===== src/rtl/proc_instr_feeder.sv =====
// Program sequencer for the proc Run/Done handshake: issues stored 16-bit words one at a
// time on Din with Run, waiting for Done between words.
module proc_instr_feeder #(
    parameter int unsigned DEPTH      = 16,
    parameter int unsigned AW         = 4,
    parameter int unsigned GAP_CYCLES = 1,
    parameter int unsigned TIMEOUT    = 64
) (
    input  logic          CLOCK_50,
    input  logic          Rest,
    input  logic          Start,
    input  logic          Stop,
    input  logic          ld_en,
    input  logic [AW-1:0] ld_addr,
    input  logic [15:0]   ld_data,
    input  logic [AW:0]   prog_len,
    input  logic          Done,
    output logic [15:0]   Din,
    output logic          Run,
    output logic [AW-1:0] pc,
    output logic          busy,
    output logic          finished,
    output logic          timeout_err,
    output logic [15:0]   instr_count
);

    localparam int unsigned TW = $clog2(TIMEOUT + 1);
    localparam int unsigned GW = $clog2(GAP_CYCLES + 1);

    typedef enum logic [2:0] {
        S_IDLE,
        S_ISSUE,
        S_GAP,
        S_FINISH,
        S_ERROR
    } state_t;

    state_t        state_q;
    logic [AW:0]   pc_q;
    logic [AW:0]   len_q;
    logic [TW-1:0] wait_q;
    logic [GW-1:0] gap_q;
    logic          stop_pend_q;
    logic [AW:0]   len_c;
    logic [15:0]   mem [DEPTH];

    // pc_q carries one extra bit so a full DEPTH-word program can be told apart from an empty one
    assign pc    = pc_q[AW-1:0];
    assign len_c = (prog_len > (AW+1)'(DEPTH)) ? (AW+1)'(DEPTH) : prog_len;

    // Program memory: loadable only while no program is running
    always_ff @(posedge CLOCK_50) begin
        if (ld_en && (state_q != S_ISSUE) && (state_q != S_GAP)) begin
            mem[ld_addr] <= ld_data;
        end
    end

    always_ff @(posedge CLOCK_50 or negedge Rest) begin
        if (!Rest) begin
            state_q     <= S_IDLE;
            pc_q        <= '0;
            len_q       <= '0;
            wait_q      <= '0;
            gap_q       <= '0;
            stop_pend_q <= 1'b0;
            Din         <= '0;
            Run         <= 1'b0;
            busy        <= 1'b0;
            finished    <= 1'b0;
            timeout_err <= 1'b0;
            instr_count <= '0;
        end else begin
            case (state_q)
                S_ISSUE: begin
                    if (Stop) begin
                        stop_pend_q <= 1'b1;
                    end
                    if (Done) begin
                        state_q <= S_GAP;
                        Run     <= 1'b0;
                        gap_q   <= '0;
                        pc_q    <= pc_q + (AW+1)'(1);
                        if (instr_count != 16'hFFFF) begin
                            instr_count <= instr_count + 16'd1;
                        end
                    end else if (wait_q == TW'(TIMEOUT - 1)) begin
                        state_q     <= S_ERROR;
                        Run         <= 1'b0;
                        busy        <= 1'b0;
                        timeout_err <= 1'b1;
                    end else begin
                        wait_q <= wait_q + TW'(1);
                    end
                end

                S_GAP: begin
                    if (Stop) begin
                        stop_pend_q <= 1'b1;
                    end
                    if (gap_q == GW'(GAP_CYCLES - 1)) begin
                        if (stop_pend_q || Stop) begin
                            state_q <= S_IDLE;
                            busy    <= 1'b0;
                        end else if (pc_q == len_q) begin
                            state_q  <= S_FINISH;
                            busy     <= 1'b0;
                            finished <= 1'b1;
                        end else begin
                            state_q <= S_ISSUE;
                            Run     <= 1'b1;
                            Din     <= mem[pc_q[AW-1:0]];
                            wait_q  <= '0;
                        end
                    end else begin
                        gap_q <= gap_q + GW'(1);
                    end
                end

                default: begin
                    // Idle-like states: Stop beats Start when both arrive together
                    if (Stop) begin
                        state_q     <= S_IDLE;
                        finished    <= 1'b0;
                        timeout_err <= 1'b0;
                    end else if (Start) begin
                        len_q       <= len_c;
                        pc_q        <= '0;
                        instr_count <= '0;
                        timeout_err <= 1'b0;
                        stop_pend_q <= 1'b0;
                        wait_q      <= '0;
                        if (len_c == '0) begin
                            state_q  <= S_FINISH;
                            finished <= 1'b1;
                        end else begin
                            state_q  <= S_ISSUE;
                            finished <= 1'b0;
                            busy     <= 1'b1;
                            Run      <= 1'b1;
                            Din      <= mem[0];
                        end
                    end
                end
            endcase
        end
    end

endmodule


===== config.mk =====
export PLATFORM = sky130hd
export DESIGN_NAME = proc_instr_feeder
export DESIGN_NICKNAME = d
export VERILOG_FILES = /design/src/rtl/proc_instr_feeder.sv
export SDC_FILE = /design/constraint.sdc
export NUM_CORES = 1
export LEC_CHECK = 0
export ABC_AREA = 1
export CORE_MARGIN = 1
export CORE_UTILIZATION = 30
export DETAILED_ROUTE_END_ITERATION = 12
export PLACE_DENSITY = 0.56
export SLEW_MARGIN = 20
export SYNTH_ARGS = -nofsm -noshare
export SYNTH_HDL_FRONTEND = slang
export SYNTH_SLANG_ARGS = --single-unit

===== constraint.sdc =====
create_clock -name CLOCK_50 -period 3.9 [get_ports CLOCK_50]
set_clock_uncertainty 0.05 [all_clocks]
set_input_delay 1.17 -clock CLOCK_50 [delete_from_list [all_inputs] [get_ports CLOCK_50]]
set_output_delay 1.17 -clock CLOCK_50 [all_outputs]
set_load 0.005 [all_outputs]

# After elaboration in Yosys (flattened, before gate mapping)
# Memories as Yosys holds them, arrays and structs flattened.
# Index checks and enable logic that the tools add are counted.
[totals] reg_bits=58 ramBits=256 inputBits=31 out_inout_bits=40 word_cells=140 memories=1
[op_classes] add_sub_neg=4 magnitude_cmp=1 eq_ne=25 n_mux=68 n_bitwise=4 reduce_logical=25
[memory_table] memory="mem" depth=16 width=16 rd=2 rd_ports_with_merged_regs=0 wr=1 line_no="45" rtl="logic [15:0] mem [DEPTH];"
[op_table] operator="16-bit two-way mux" count=10
[op_table] operator="16-bit one-hot mux with 2 select lines" count=2
[op_table] operator="7-bit two-way mux" count=7
[op_table] operator="1-bit two-way mux" count=29
[op_table] operator="7-bit AND reduction" count=4
[op_table] operator="5-bit two-way mux" count=4
[op_table] operator="2-bit != test (second input constant)" count=10
[op_table] operator="16-bit by 1-bit adder with 16-bit output (second input constant)" count=1
[op_table] operator="16-bit != test (second input constant)" count=1
[op_table] operator="3-bit two-way mux" count=5
[op_table] operator="7-bit one-hot mux with 2 select lines" count=1
[op_table] operator="1-bit one-hot mux with 2 select lines" count=5
[op_table] operator="5-bit one-hot mux with 2 select lines" count=1
[op_table] operator="5-bit AND reduction" count=2
[op_table] operator="3-bit by 1-bit != test with 1-bit output (second input constant)" count=3
[op_table] operator="3-bit AND reduction" count=3
[op_table] operator="3-bit nonzero test" count=3
[op_table] operator="2-bit by 1-bit != test with 1-bit output (second input constant)" count=4
[op_table] operator="4-bit AND reduction" count=2
[op_table] operator="2-bit nonzero test" count=4
[op_table] operator="7-bit by 1-bit adder with 7-bit output (second input constant)" count=1
[op_table] operator="7-bit by 6-bit == test with 1-bit output (second input constant)" count=1
[op_table] operator="2-bit two-way mux" count=3
[op_table] operator="3-bit != test (second input constant)" count=2
[op_table] operator="15 further kinds" count=19

# Longest topological paths before layout
[depth] ltp_word=7 mapped_depth=13 depth_no_buf=10

# Worst setup path after synthesis
# OpenSTA, ideal clock, no wires.
[synth_timing] path_type="input -> register" startpoint="input ld_en" endpoint="memory mem[0][0] (enable)" setup_time_ns=0.388 arrival_time_ns=2.249 setup_slack_ns=1.213 stages=4 cell_sequence="nand2_1 > nor2_1 > nand3_1 > nor2_1"
[synth_between] elab_chain_len=4
[synth_lines] element="from (decl)" line_no="13" rtl="input logic ld_en,"
[synth_lines] element="1-bit logical AND (2 in a row)" line_no="53" rtl="if (ld_en && (state_q != S_ISSUE) && (state_q != S_GAP)) begin"
[synth_lines] element="1-bit two-way mux" line_no="53"
[synth_lines] element="1-bit two-way mux (not written as such)" line_no="54" rtl="mem[ld_addr] <= ld_data;"
[synth_lines] element="to (decl)" line_no="45"
# Every way passes these cells.

# Worst setup path after layout
[layout_timing] startpoint="register pc_q[2]" endpoint="output pc[2]"
[layout_lines] element="from (decl)" line_no="39" rtl="logic [AW:0] pc_q;"
[layout_lines] element="from (signal assigned)" line_no="82" rtl="pc_q <= pc_q + (AW+1)'(1);"
[layout_lines] element="to (decl)" line_no="20" rtl="output logic [AW-1:0] pc,"
# No word-level cell between the ends.

==> summary.md <==
| Metric | Value |
|---|---|
| Run status | `complete, no violations` |
| Period Utilization, post-route | `roughly 75%` |
| Die ar. | `46790 um^2` |
| Setup WS pre-CTS | `approximately 0.54 ns` |
| Clock slew at reported path FFs | `~0.060 ns` |
| Worst Path Required | `2.68 ns` |
| Setup violations, final | `0` |
| IO Count | `71` |
| Die Ht | `around 220 um` |
| Post-Syn Area per Cell | `roughly 10 um^2` |
| Initial antenna violation count | `1` |
| FF-to-FF path depth | `10` |
| Final Hold Viols | `0` |
| Max VDD drop | `about 0.33 mV` |
| Fmax | `roughly 0.34 GHz` |
| Total track usage | `~16%` |
| Min Clock Period, post-route | `around 2.9 ns` |
| Max_slew headroom | `between 30% and 40%` |
| FF-to-FF Start | `pc_q[0]` |
| Leak pwr | `6.394 nW` |
| DR vias/cell | `about 4.6` |
| Number of nets with antenna violations after routing | `0` |
| Insertion delay to the later sink of the worst-skew pair | `0.54 ns` |
| Syn Inst Count | `between 1k and 1.5k` |
| Hold Crit Endpoint | `Run` |
| First DRT Iteration DRCs | `about 810` |
| Core ar. | `roughly 45000 um^2` |
| Layout Nets | `between 1k and 1.5k` |
| Grt total ovfl | `0` |
| Final total power | `a little over 10 mW` |
| Clock sink total | `313` |
| Initial Utilization | `a little under a third` |
| Worst Hold Class | `flop to flop` |
| Dpl cell area | `15170 um^2` |
| Crit path DAT | `between 1.5 and 2 ns` |
| Longest Clk Path Bufs | `3` |
| CTS tree | `built` |
| Slew Limit Fails | `0` |
| WS Path Type | `flop to primary output` |
| Synthesized Nets | `between 1k and 1.5k` |
| Largest net degree at the start of global routing | `just under 70` |
| Fin Setup TNS | `0 ns` |
| Input/output buffers | `70` |
| Design area | `between 15000 and 20000 um^2` |
| Post-synthesis cell area | `13780 um^2` |
| Max H-tree Level | `2` |
| Finished Layout Cells | `just over 2k` |
| Die X | `~220 um` |
| CTS Root Cell | `clkbuf_16` |
| Post-cts sizing count | `0` |
| Final HPWL from detailed placement | `approximately 23000 um` |
| Reg-to-reg endpoint | `Din[5]` |
| Wirelength, routed | `35900 um` |
| Placer Congestion | `0.8414` |
| Min setup slack post-route | `0.9730 ns` |
| Cells after DPL | `2011` |
| Drt first pass iters | `8` |
| CP Max Fanout | `21` |
| Post-CTS setup buffer count | `0` |
| RSZ-0062 raised after global routing | `false` |
| Wirelength per Cell | `around 17 um` |
| Synth cell types | `38` |
| Hold depth | `2` |
| CP max stage delay | `0.56 ns` |
| Hold WS | `0.4324 ns` |
| Share of post-route cells with drive strength above 1 | `slightly above 7%` |
| Worst Tran Pin Value | `around 1 ns` |
| R2r setup slk | `roughly 1.3 ns` |
| # rows | `between 70 and 80` |
| Sequential share of the synthesized area | `between 60% and 70%` |
| Synth-to-Final Area Change | `18.19%` |
| First-pass GRT wire length | `55410 um` |
| CP cell instances | `buf_4 > clkdlybuf4s50_1` |
| Crit start category | `flop` |
| Syn. warnings | `0` |
| Worst path slowest cell | `clkdlybuf4s50_1` |
| Util after Layout | `a little over a third` |
| Yosys reg bits | `between 300 and 400` |
| Setup crit end kind | `primary output` |
| Hold Startpoint | `Run` |
| Number of global-route vias before repair | `~9.6k` |
| Max_cap viols | `0` |
| Drc violations | `0` |
| Vias | `about 9.7k` |
| Post-CTS Hold Buffers | `0` |
| Total CTS buffers | `36` |
| PwrDens | `~620 nW/um^2` |
power by group:
group          total (mW)  switching [mW]  internal, mW
sequential           4.03           0.159          3.88
combinational        2.90            1.96         0.937
clock                3.20            1.35          1.85
registers in the layout, indices dropped and copies added (netlist names), 3 cells and up:
name         count
wait_q           7
len_q            5
mem            256
Din             16
pc_q             5
state_q          3
instr_count     16
Yosys cell counts, drive strengths merged:
cell type / instances / area [um^2]
nand2: 420 / 1589
edfxtp: 256 / 7687
nand3: 170 / 868.3
nor2: 141 / 553.0
inv: 122 / 460.5
o21ai: 73 / 372.9
dfrtp: 57 / 1426
buf: 38 / 220.2
clkbuf: 27 / 101.4
o211ai: 16 / 120.1
nand4: 10 / 62.56
nor3: 10 / 66.32
a21oi: 7 / 35.03
xor2: 7 / 61.31
ha: 4 / 50.05
nand3b: 4 / 30.03
clkinv: 3 / 12.51
or2: 3 / 18.77
xnor2: 2 / 17.52
a31o: 1 / 8.760
a41oi: 1 / 8.760
o2111ai: 1 / 8.760
how the worst max path moves through the flow:
stage	slack (ns)	start	end
after floorplan	1.21	ld_en	mem[0][0]
after global placement	0.49	ld_en	mem[0][0]
after detailed placement	0.54	ld_en	mem[0][9]
after CTS	0.93	pc_q[2]	pc[2]
after global routing	0.90	pc_q[2]	pc[2]
final	0.97	pc_q[2]	pc[2]
routing by layer:
layer | global-route usage (%) | wire length [um]
met1 | 19.85 | 15550
met3 | 2.498 | 1792
met5 | 0 | 0
met2 | 26.52 | 17600
met4 | 6.221 | 963
layout make-up:
type                    instances  area [um^2]
clock inverters                22        183.9
repair buffers                103        955.9
diodes                          1        2.502
flip-flops and latches        313         9119
clock buffers                  43        927.1
fillers                      4555        29100
inverters                     125        475.5
well taps                     600        750.7
multi-input cells             870         3871
worst max-delay path: cells and delay by family (launching register included):
kind | cells | cell delay, ns
buf+inv | 2 | 0.84
flops | 1 | 0.32
cell families after synthesis:
kind of cell               share of synthesized area (%)
buffers and inverters                              5.766
and+or+nand+nor                                    23.14
adders and majority gates                         0.3632
AOI/OAI and AO/OA                                  4.023
xor gates and xnor gates                          0.5721
DFF                                                66.14
cells in the final DEF, fill, tap and decap left out, types with 4 or more instances in the layout:
master,synthesis,routed
xor2_1,7,7
o211ai_1,16,16
clkinv_1,2,10
a21oi_1,7,7
ha_1,4,4
o21ai_1,20,20
clkbuf_1,27,7
clkinv_2,1,9
clkdlybuf4s50_1,0,69
nor3_1,8,8
nand2_1,417,417
buf_4,7,32
nand4_1,10,10
dfrtp_1,57,55
clkbuf_16,0,36
nand3_1,168,168
nor2_1,139,139
inv_1,119,118
edfxtp_1,256,256
o21ai_0,51,51
nand3b_1,4,4
Power figures use the tool's default switching activity.
